**src/rtl/demux32_stream_pkg.sv**
```systemverilog
// Shared defaults for the demux32_stream slice: word width, FIFO depth,
// counter width and the derived FIFO pointer width.
package demux32_stream_pkg;

  localparam int WIDTH_DEF = 32;
  localparam int DEPTH_DEF = 2;
  localparam int CNTW_DEF  = 16;
  localparam int PTR_W     = $clog2(DEPTH_DEF);

endpackage

```
**src/rtl/demux32_fifo.sv**
```systemverilog
// Synchronous FIFO with registered head output, full/empty flags and
// asynchronous active-low reset; one instance per demux output.
module demux32_fifo
  import demux32_stream_pkg::*;
#(
  parameter int WIDTH = WIDTH_DEF,
  parameter int DEPTH = DEPTH_DEF,
  parameter int AW    = PTR_W
) (
  input  logic             clk,
  input  logic             rst_n,
  input  logic             push,
  input  logic [WIDTH-1:0] push_data,
  input  logic             pop,
  output logic [WIDTH-1:0] head_data,
  output logic             full,
  output logic             empty
);

  localparam logic [AW:0] FULL_CNT = (AW + 1)'(DEPTH);

  logic [WIDTH-1:0] mem [DEPTH];
  logic [AW-1:0]    wr_ptr;
  logic [AW-1:0]    rd_ptr;
  logic [AW:0]      count;
  logic             do_push;
  logic             do_pop;

  // Requests against a full or empty FIFO are ignored so occupancy can
  // neither overflow nor underflow.
  assign do_push   = push && !full;
  assign do_pop    = pop && !empty;
  assign full      = (count == FULL_CNT);
  assign empty     = (count == '0);
  assign head_data = mem[rd_ptr];

  always_ff @(posedge clk or negedge rst_n) begin
    if (!rst_n) begin
      wr_ptr <= '0;
      rd_ptr <= '0;
      count  <= '0;
    end else begin
      if (do_push) wr_ptr <= wr_ptr + 1'b1;
      if (do_pop)  rd_ptr <= rd_ptr + 1'b1;
      case ({do_push, do_pop})
        2'b10:   count <= count + 1'b1;
        2'b01:   count <= count - 1'b1;
        default: count <= count;
      endcase
    end
  end

  // Storage needs no reset: entries are only observed once count says valid.
  always_ff @(posedge clk) begin
    if (do_push) mem[wr_ptr] <= push_data;
  end

endmodule

```
**src/rtl/demux32_stream.sv**
```systemverilog
// 1-to-2 stream demultiplexer: routes each accepted word to one of two
// output FIFOs by `control` and counts accepted words per output.
module demux32_stream
  import demux32_stream_pkg::*;
#(
  parameter int WIDTH = WIDTH_DEF,
  parameter int DEPTH = DEPTH_DEF,
  parameter int CNTW  = CNTW_DEF
) (
  input  logic             clk,
  input  logic             rst_n,
  input  logic             in_valid,
  output logic             in_ready,
  input  logic             control,
  input  logic [WIDTH-1:0] in_data,
  output logic             out0_valid,
  input  logic             out0_ready,
  output logic [WIDTH-1:0] out0_data,
  output logic             out1_valid,
  input  logic             out1_ready,
  output logic [WIDTH-1:0] out1_data,
  output logic [CNTW-1:0]  out0_count,
  output logic [CNTW-1:0]  out1_count
);

  localparam int AW = $clog2(DEPTH);

  logic full0;
  logic full1;
  logic empty0;
  logic empty1;
  logic push0;
  logic push1;

  // Readiness looks only at the registered full flag of the selected FIFO,
  // so a same-cycle pop never opens the door early.
  assign in_ready   = rst_n && (control ? !full1 : !full0);
  assign push0      = in_valid && in_ready && !control;
  assign push1      = in_valid && in_ready && control;
  assign out0_valid = !empty0;
  assign out1_valid = !empty1;

  demux32_fifo #(
    .WIDTH(WIDTH),
    .DEPTH(DEPTH),
    .AW   (AW)
  ) u_fifo0 (
    .clk      (clk),
    .rst_n    (rst_n),
    .push     (push0),
    .push_data(in_data),
    .pop      (out0_ready),
    .head_data(out0_data),
    .full     (full0),
    .empty    (empty0)
  );

  demux32_fifo #(
    .WIDTH(WIDTH),
    .DEPTH(DEPTH),
    .AW   (AW)
  ) u_fifo1 (
    .clk      (clk),
    .rst_n    (rst_n),
    .push     (push1),
    .push_data(in_data),
    .pop      (out1_ready),
    .head_data(out1_data),
    .full     (full1),
    .empty    (empty1)
  );

  always_ff @(posedge clk or negedge rst_n) begin
    if (!rst_n) begin
      out0_count <= '0;
      out1_count <= '0;
    end else begin
      if (push0) out0_count <= out0_count + 1'b1;
      if (push1) out1_count <= out1_count + 1'b1;
    end
  end

endmodule

```
**config.mk**
```make
export PLATFORM = sky130hd
export DESIGN_NAME = demux32_stream
export DESIGN_NICKNAME = d
export VERILOG_FILES = /design/src/rtl/demux32_stream_pkg.sv /design/src/rtl/demux32_fifo.sv /design/src/rtl/demux32_stream.sv
export SDC_FILE = /design/constraint.sdc
export NUM_CORES = 1
export LEC_CHECK = 0
export BUFFER_PORTS_ARGS = -buffer_cell sky130_fd_sc_hd__clkbuf_2
export CAP_MARGIN = 40
export CORE_MARGIN = 1.5
export CORE_UTILIZATION = 45
export CTS_CLUSTER_SIZE = 30
export DETAILED_ROUTE_END_ITERATION = 10
export PLACE_DENSITY = 0.7
export RECOVER_POWER = 100
export SLEW_MARGIN = 30
export SYNTH_ARGS = -nofsm -noshare
export SYNTH_HDL_FRONTEND = slang
export SYNTH_HIERARCHICAL = 1
export SYNTH_SLANG_ARGS = --single-unit
```
**constraint.sdc**
```tcl
create_clock -name clk -period 2.9 [get_ports clk]
set_clock_uncertainty 0.15 [all_clocks]
set_input_delay 0.29 -clock clk [delete_from_list [all_inputs] [get_ports clk]]
set_output_delay 0.29 -clock clk [all_outputs]
set_load 0.01 [all_outputs]
```
==> impl_metrics.csv, run 1 <==
group,metric,value,unit
clock_network,max-clock-path-buffers,2,
logic_synthesis,synth_adder_area_share,0.7373,%
timing,rsz0062_at_grt,"false",
finish,layout.cells.most_common,"sky130_fd_sc_hd__edfxtp_1",
power_and_ir_drop,total_power,6850,µW
timing,timing_hold_violations_final,0,
power_and_ir_drop,p_leak,0.003138,µW
clock_network,postCtsSetupBuffers,0,
power_and_ir_drop,pwr-share-clk,32.0,%
routing,avgRoutedWirePerCell,17.35,µm
finish,multi_input_comb_area,0.001558,mm²
logic_synthesis,main_combinational_cell_family_by_area_after_synthesis,"multiplexers",
timing,worst_slew_margin_rel,45.88,%
floorplan,floorplan.die.height,125.8,µm
clock_network,cts-buffers-inserted,17,
worst_setup_path,critical_path.endpoint_type,"flip-flop",
place,preCtsSetupSlack,0.4856,ns
logic_synthesis,synthesis.yosys.warnings,6,
power_and_ir_drop,netSwitchingPower,1948,µW
logic_synthesis,muxShareOfSynthArea,14.14,%
timing,worst_slew_pin_slew,0.8044,ns
place,post_dp_cell_area,0.007649,mm²
floorplan,die_x_extent,125.8,µm
clock_network,cts.sink_count,168,
power_and_ir_drop,power.density,832.9,mW/mm²
worst_setup_path,critPathKind,"in2reg",
global_route,grt_pass1_vias,3768,
place,detailedPlacementHpwl,8.022,mm
finish,syn_to_final_growth,21.16,%
logic_synthesis,netlist_instances,362,
routing,postRouteWirelength,12.91,mm
run,cap_violations,0,
place,numPortBuffers,136,
routing,detail_route.iter0.violations,232,
clock_network,insertion_delay,0.43,ns
timing,final_period_minus_worst_setup_slack,2.526,ns
clock_network,cts-htree-levels,4,
finish,final_layout_size_suffix_gt1_share,20.36,%
worst_setup_path,timing.critical_path.required,2.88,ns
finish,stdcell_count,744,
worst_setup_path,ff2ff_setup_slack,0.41,ns
routing,dr.pass1.iters,7,
run_status,violations,"DRC",
clock_network,worst_path_clk_slew,0.06,ns
finish,regArea,0.004846,mm²
global_route,globalRouteTotalUtil,16.94,%
logic_synthesis,synth_cell_type_count,29,
worst_setup_path,rr_startpoint,"u_fifo0/count[0]$_DFFE_PN0P_",
routing,route.vias.total,3698,
clock_network,cts_tree,"yes",
finish,finalInstanceArea,0.008224,mm²
worst_setup_path,r2r.worst_path.cells,6,
routing,detail_route.vias_per_cell,4.970,
timing,worst_slack,0.3740,ns
power_and_ir_drop,power.ir.vdd_worst,0.0004739,V
finish,highest_count_cells_in_the_layout_ignoring_fill_and_taps,"sky130_fd_sc_hd__edfxtp_1 (128), sky130_fd_sc_hd__clkbuf_1 (83), sky130_fd_sc_hd__clkbuf_2 (56), sky130_fd_sc_hd__mux2_1 (49), sky130_fd_sc_hd__dfrtp_1 (39)",
clock_network,root_buffer,"sky130_fd_sc_hd__clkbuf_16",
min_path,tightest_hold_check_type,"in2async",
logic_synthesis,compound_gate_fraction_of_synth_area,0,%
power_and_ir_drop,p_int,4903,µW
timing,achievable-frequency,0.3959,GHz
logic_synthesis,synth_xor_xnor_area_share,5.272,%
place,gp_routability_congestion,0.7682,
worst_setup_path,worstPathArrival,2.50,ns
worst_setup_path,critPathMaxFanout,22,
finish,finish.net_count,590,
floorplan,io_pins,137,
global_route,grt_pass1_wl,20.07,mm
global_route,grt_antenna_before_repair,0,
timing,tns,0,ns
logic_synthesis,synthesized_flop_and_latch_total,168,
timing,setup-violations-final,0,
floorplan,effective_utilization_at_floorplan,46.35,%
worst_setup_path,worst_r2r_endpoint,"u_fifo0/mem[0][16]$_DFFE_PP_",
timing,finalMaxSlewViolations,0,
finish,fillers,1239,
timing,final.period_utilization,87.10,%
logic_synthesis,synthesis.nets,404,
clock_network,resize_count_post_cts,0,
finish,antenna_cells_inserted,0,
floorplan,core,0.01464,mm²
run_status,status,"finished with violations",
power_and_ir_drop,power.switching_fraction,28.43,%
floorplan,design.die.area,0.01583,mm²
logic_synthesis,synth_simple_gate_area_share,5.806,%
place,placedCellCount,680,
power_and_ir_drop,portion_of_total_power_attributed_to_sequential_cells,44.5,%
worst_setup_path,crit_path_start,"rst_n",
routing,detail-route-antenna-nets,0,
routing,drc,12,
clock_network,holdBufCountCts,33,
logic_synthesis,synth_sequential_area_ratio,71.37,%
global_route,grt_max_degree,39,
worst_setup_path,timing.critical_path.from_type,"input pin",
logic_synthesis,syn_area_per_cell,18.75,µm²
floorplan,cell_rows,44,
logic_synthesis,syn_area,0.006788,mm²
global_route,grt.overflow.total,0,
worst_setup_path,crit_end,"u_fifo0/mem[0][16]$_DFFE_PP_",
power_and_ir_drop,share_comb_of_total_power,23.4,%
metal layers:
metal  up-vias  share of wire [%]  global-route usage (%)
li1       1712                  -                       -
met1      1838                 45                   21.99
met2       133                 47                   26.86
met3        15                6.8                   5.607
met4         0                1.4                   6.085
met5         -                  0                       0
state kept, by name (all words and copies together), names as in the netlist:
register / count
out0_count: 16
out1_count: 16
u_fifo0/count: 2
u_fifo0/mem: 64
u_fifo0/rd_ptr: 1
u_fifo0/wr_ptr: 1
u_fifo1/count: 2
u_fifo1/mem: 64
u_fifo1/rd_ptr: 1
u_fifo1/wr_ptr: 1
cell type report:
type / instances / area share (%)
Sequential cell: 168 / 58.92
Multi-Input combinational cell: 176 / 18.94
Timing Repair Buffer: 176 / 12.02
Clock buffer: 20 / 5.310
Tap cell: 184 / 2.799
Clock inverter: 11 / 1.597
Inverter: 9 / 0.4108
cells by family after synthesis:
kind of cell,after synthesis
XOR/XNOR,40
adder cells (fa/ha/maj),4
buffers and inverters,18
flip-flops,168
multiplexers,66
AND/OR/NAND/NOR,66
worst min-delay path by stage:
stage,slack (ns),start,end,cells past startpoint
2_1_floorplan,-0.16,rst_n,out0_count[0]$_DFFE_PN0P_,0
3_3_place_gp,-0.02,rst_n,u_fifo1/wr_ptr$_DFFE_PN0P_,1
3_5_place_dp,-0.02,rst_n,u_fifo1/count[1]$_DFFE_PN0P_,1
4_1_cts,0.06,rst_n,u_fifo1/count[1]$_DFFE_PN0P_,2
5_1_grt,0.10,out1_ready,u_fifo1/rd_ptr$_DFFE_PN0P_,3
6_report,0.12,rst_n,u_fifo1/count[1]$_DFFE_PN0P_,2
critical path, cell delays in order:
cell	delay, ns
sky130_fd_sc_hd__dlygate4sd3_1	0.53
sky130_fd_sc_hd__clkbuf_1	0.28
sky130_fd_sc_hd__and4bb_1	0.53
sky130_fd_sc_hd__nand2_1	0.23
sky130_fd_sc_hd__nor2_4	0.38
sky130_fd_sc_hd__buf_12	0.24
power by group through the flow:
stage          clock, µW  combinational [µW]  sequential, µW
3_3_place_gp           0                1860            3090
2_1_floorplan          0                1450            3050
6_report            2200                1610            3050
3_5_place_dp           0                1890            3100
4_1_cts             2240                1940            3060
5_1_grt             2330                1740            3080
Yosys cell counts:
library cell               instances  area share, %
sky130_fd_sc_hd__nand4_1           8           0.74
sky130_fd_sc_hd__nand2_1          13           0.72
sky130_fd_sc_hd__nand2b_4          1           0.20
sky130_fd_sc_hd__and4bb_2          1           0.18
sky130_fd_sc_hd__ha_1              4           0.74
sky130_fd_sc_hd__nor2b_2           3           0.39
sky130_fd_sc_hd__nor4_2            1           0.18
sky130_fd_sc_hd__buf_6             2           0.33
sky130_fd_sc_hd__nor4_1            2           0.18
sky130_fd_sc_hd__nand3_1           9           0.66
sky130_fd_sc_hd__nand4_2           1           0.18
sky130_fd_sc_hd__or4_4             1           0.17
sky130_fd_sc_hd__buf_2             1          0.074
sky130_fd_sc_hd__buf_12            6            1.8
sky130_fd_sc_hd__edfxtp_1        128             57
sky130_fd_sc_hd__dfrtp_1          40             15
sky130_fd_sc_hd__and2_1            1          0.092
sky130_fd_sc_hd__mux2_2            7            1.2
sky130_fd_sc_hd__nor3_1            5           0.37
sky130_fd_sc_hd__nand4b_4          1           0.35
sky130_fd_sc_hd__mux2_4           58             13
sky130_fd_sc_hd__and3_1            7           0.65
sky130_fd_sc_hd__nor2_1           10           0.55
sky130_fd_sc_hd__xor2_1           15            1.9
sky130_fd_sc_hd__xnor2_1          24            3.1
sky130_fd_sc_hd__nand2b_1          2           0.18
sky130_fd_sc_hd__xnor2_2           1           0.24
sky130_fd_sc_hd__mux2i_1           1           0.15
sky130_fd_sc_hd__inv_1             9           0.50
metrics by stage:
stage               utilization [%]  hold slack [ns]
finish                        56.16           0.1182
global route                  56.16           0.1037
CTS                           58.36          0.06310
detailed placement            52.23         -0.01627
global placement              52.23         -0.02197
floorplan                         -          -0.1556
Power figures use the tool's default switching activity.
==> run 2: changes to the inputs <==
--- a/config.mk
+++ b/config.mk
@@ -9,11 +9,11 @@
 export CAP_MARGIN = 40
 export CORE_MARGIN = 1.5
 export CORE_UTILIZATION = 45
+export CTS_BUF_LIST = sky130_fd_sc_hd__clkbuf_2
 export CTS_CLUSTER_SIZE = 30
 export DETAILED_ROUTE_END_ITERATION = 10
 export PLACE_DENSITY = 0.7
-export RECOVER_POWER = 100
-export SLEW_MARGIN = 30
+export SLEW_MARGIN = 20
 export SYNTH_ARGS = -nofsm -noshare
 export SYNTH_HDL_FRONTEND = slang
 export SYNTH_HIERARCHICAL = 1
==> run 2 against run 1 <==
  * Register-to-register slack better by 0.06 ns
  * The flow still finishes with violations (DRC)
  * Cell count up 0.81%
  * Worst hold slack better by 0.0062 ns
  * Via count is 0.49% lower
  * Utilization rose by 0.32 points
  * First-iteration DRC count down 12%
  * Die area unchanged
  * Sequential cell count unchanged
  * Combinational power rose by 20%
  * Clock power is 45% lower
  * Power is 9.7% lower
==> impl_metrics.csv, run 2 (synthesized netlist as in run 1, its figures left out) <==
group,metric,value,unit
timing,timing_hold_violations_final,0,
floorplan,core,0.01464,mm²
worst_setup_path,timing.critical_path.required,2.46,ns
place,detailedPlacementHpwl,8.022,mm
clock_network,worst_path_clk_slew,0.22,ns
global_route,grt_pass1_vias,3735,
timing,rsz0062_at_grt,"false",
floorplan,io_pins,137,
run_status,status,"finished with violations",
routing,postRouteWirelength,12.47,mm
power_and_ir_drop,pwr-share-clk,19.6,%
clock_network,cts-buffers-inserted,17,
worst_setup_path,worstPathArrival,2.21,ns
finish,layout_top_registers,"u_fifo0/mem: 64 flops, u_fifo1/mem: 64 flops",
finish,syn_to_final_growth,21.84,%
timing,finalMaxSlewViolations,0,
worst_setup_path,critPathMaxFanout,32,
power_and_ir_drop,p_int,4313,µW
timing,achievable-frequency,0.3768,GHz
timing,setup-violations-final,0,
global_route,globalRouteTotalUtil,16.35,%
clock_network,resize_count_post_cts,0,
floorplan,effective_utilization_at_floorplan,46.35,%
timing,worst_slew_margin_rel,56.94,%
place,numPortBuffers,136,
worst_setup_path,slowest_delay,0.53,ns
clock_network,max-clock-path-buffers,2,
global_route,grt_antenna_before_repair,0,
floorplan,die_x_extent,125.8,µm
place,gp_routability_congestion,0.7682,
clock_network,root_buffer,"sky130_fd_sc_hd__clkbuf_2",
routing,drc,10,
finish,highest_count_cells_in_the_layout_ignoring_fill_and_taps,"sky130_fd_sc_hd__clkbuf_2 (156), sky130_fd_sc_hd__edfxtp_1 (128), sky130_fd_sc_hd__mux2_4 (58), sky130_fd_sc_hd__dlygate4sd3_1 (39), sky130_fd_sc_hd__dfrtp_1 (38)",
routing,dr.pass1.iters,10,
run,cap_violations,0,
finish,antenna_cells_inserted,0,
worst_setup_path,crit_path_cell_trace,"buf_4 -> mux2_2 -> clkbuf_2",
timing,worst_slew_pin_slew,0.6459,ns
finish,layout.cells.most_common,"sky130_fd_sc_hd__clkbuf_2",
power_and_ir_drop,share_comb_of_total_power,31.1,%
power_and_ir_drop,power.density,748.3,mW/mm²
global_route,grt_max_degree,39,
floorplan,design.die.area,0.01583,mm²
clock_network,holdBufCountCts,39,
routing,detail_route.vias_per_cell,4.907,
worst_setup_path,critical_path.endpoint_type,"output port",
routing,avgRoutedWirePerCell,16.63,µm
power_and_ir_drop,power.ir.vdd_worst,0.0004475,V
power_and_ir_drop,p_leak,0.003510,µW
routing,detail_route.iter0.violations,204,
power_and_ir_drop,power.switching_fraction,30.32,%
routing,detail-route-antenna-nets,0,
timing,tns,0,ns
power_and_ir_drop,netSwitchingPower,1876,µW
clock_network,postCtsSetupBuffers,0,
min_path,tightest_hold_check_type,"in2async",
clock_network,cts_tree,"yes",
worst_setup_path,timing.critical_path.from_type,"flip-flop",
global_route,grt_pass1_wl,19.64,mm
timing,final_period_minus_worst_setup_slack,2.654,ns
power_and_ir_drop,portion_of_total_power_attributed_to_sequential_cells,49.3,%
clock_network,cts-htree-levels,4,
floorplan,floorplan.die.height,125.8,µm
routing,route.vias.total,3680,
worst_setup_path,cpMaxStageDelayCell,"sky130_fd_sc_hd__buf_4",
run_status,violations,"DRC",
global_route,grt.overflow.total,0,
power_and_ir_drop,total_power,6189,µW
clock_network,insertion_delay,0.68,ns
timing,final.period_utilization,91.51,%
worst_setup_path,critPathKind,"reg2out",
finish,final_layout_size_suffix_gt1_share,44.88,%
finish,finish.net_count,596,
clock_network,cts.sink_count,168,
floorplan,cell_rows,44,
[run 2: changes by cell type in the layout (fill, tap and decap cells not counted), moves of 2 or more]
cell and change:
sky130_fd_sc_hd__mux2_4 +49, sky130_fd_sc_hd__mux2_1 -49, sky130_fd_sc_hd__clkbuf_2 +100, sky130_fd_sc_hd__nor2b_2 +2
sky130_fd_sc_hd__clkbuf_16 -17, sky130_fd_sc_hd__clkbuf_1 -83, sky130_fd_sc_hd__buf_4 +2, sky130_fd_sc_hd__dlygate4sd3_1 +6
sky130_fd_sc_hd__nor2b_1 -2, sky130_fd_sc_hd__clkbuf_4 -2
[run 2: power groups by stage]
stage               sequential [µW]  combinational, µW  clock (µW)
global route                   3090               2060        1340
CTS                            3050               1950        1260
finish                         3050               1930        1210
global placement               3090               1860           0
floorplan                      3050               1450           0
detailed placement             3100               1890           0
[run 2: final timing paths]
path	startpoint	to	slack [ns]	cells past startpoint
setup reg to reg	u_fifo0/count[0]$_DFFE_PN0P_	u_fifo0/mem[0][11]$_DFFE_PP_	0.47	6
max in group asynchronous	rst_n	u_fifo1/wr_ptr$_DFFE_PN0P_	2.01	3
hold reg to reg	u_fifo1/rd_ptr$_DFFE_PN0P_	u_fifo1/rd_ptr$_DFFE_PN0P_	0.33	1
hold / removal	rst_n	out0_count[14]$_DFFE_PN0P_	0.12	3
min in group clk	in_data[15]	u_fifo1/mem[0][15]$_DFFE_PP_	0.20	2
setup / recovery	u_fifo1/rd_ptr$_DFFE_PN0P_	out1_data[12]	0.25	3
[run 2: metal layers]
layer / global-route usage [%] / part of all wire [%] / wire, µm / vias up
met5: 0 / 0 / 0 / -
met4: 6.085 / 1.1 / 137 / 0
met3: 4.291 / 5.6 / 693 / 13
met2: 26.37 / 49 / 6081 / 118
met1: 21.50 / 45 / 5556 / 1823
li1: - / - / - / 1726
[run 2: critical path: cells and delay by family (launching register included)]
family | cells | cell delay, ns
buffers and inverters | 2 | 0.68
muxes | 1 | 0.41
DFF | 1 | 0.42
[run 2: area by class of cell]
cell class / count / area [µm²]
fillers: 1180 / 6374
multi-input cells: 176 / 1779
inverters: 9 / 33.78
well taps: 184 / 230.2
flip-flops and latches: 168 / 4847
repair buffers: 182 / 1149
clock buffers: 20 / 100.1
clock inverters: 11 / 131.4
[run 2: through the flow]
step	util, %	std cells	cell area [µm²]	worst slack (ns)	hold WS, ns
2_1_floorplan	-	362	6793	0.3130	-0.1556
3_3_place_gp	52.23	680	7649	0.5550	-0.02197
3_5_place_dp	52.23	680	7649	0.4856	-0.01627
4_1_cts	56.48	750	8270	0.1287	0.01139
5_1_grt	56.48	750	8270	0.07560	0.06404
6_report	56.48	750	8270	0.2463	0.1244
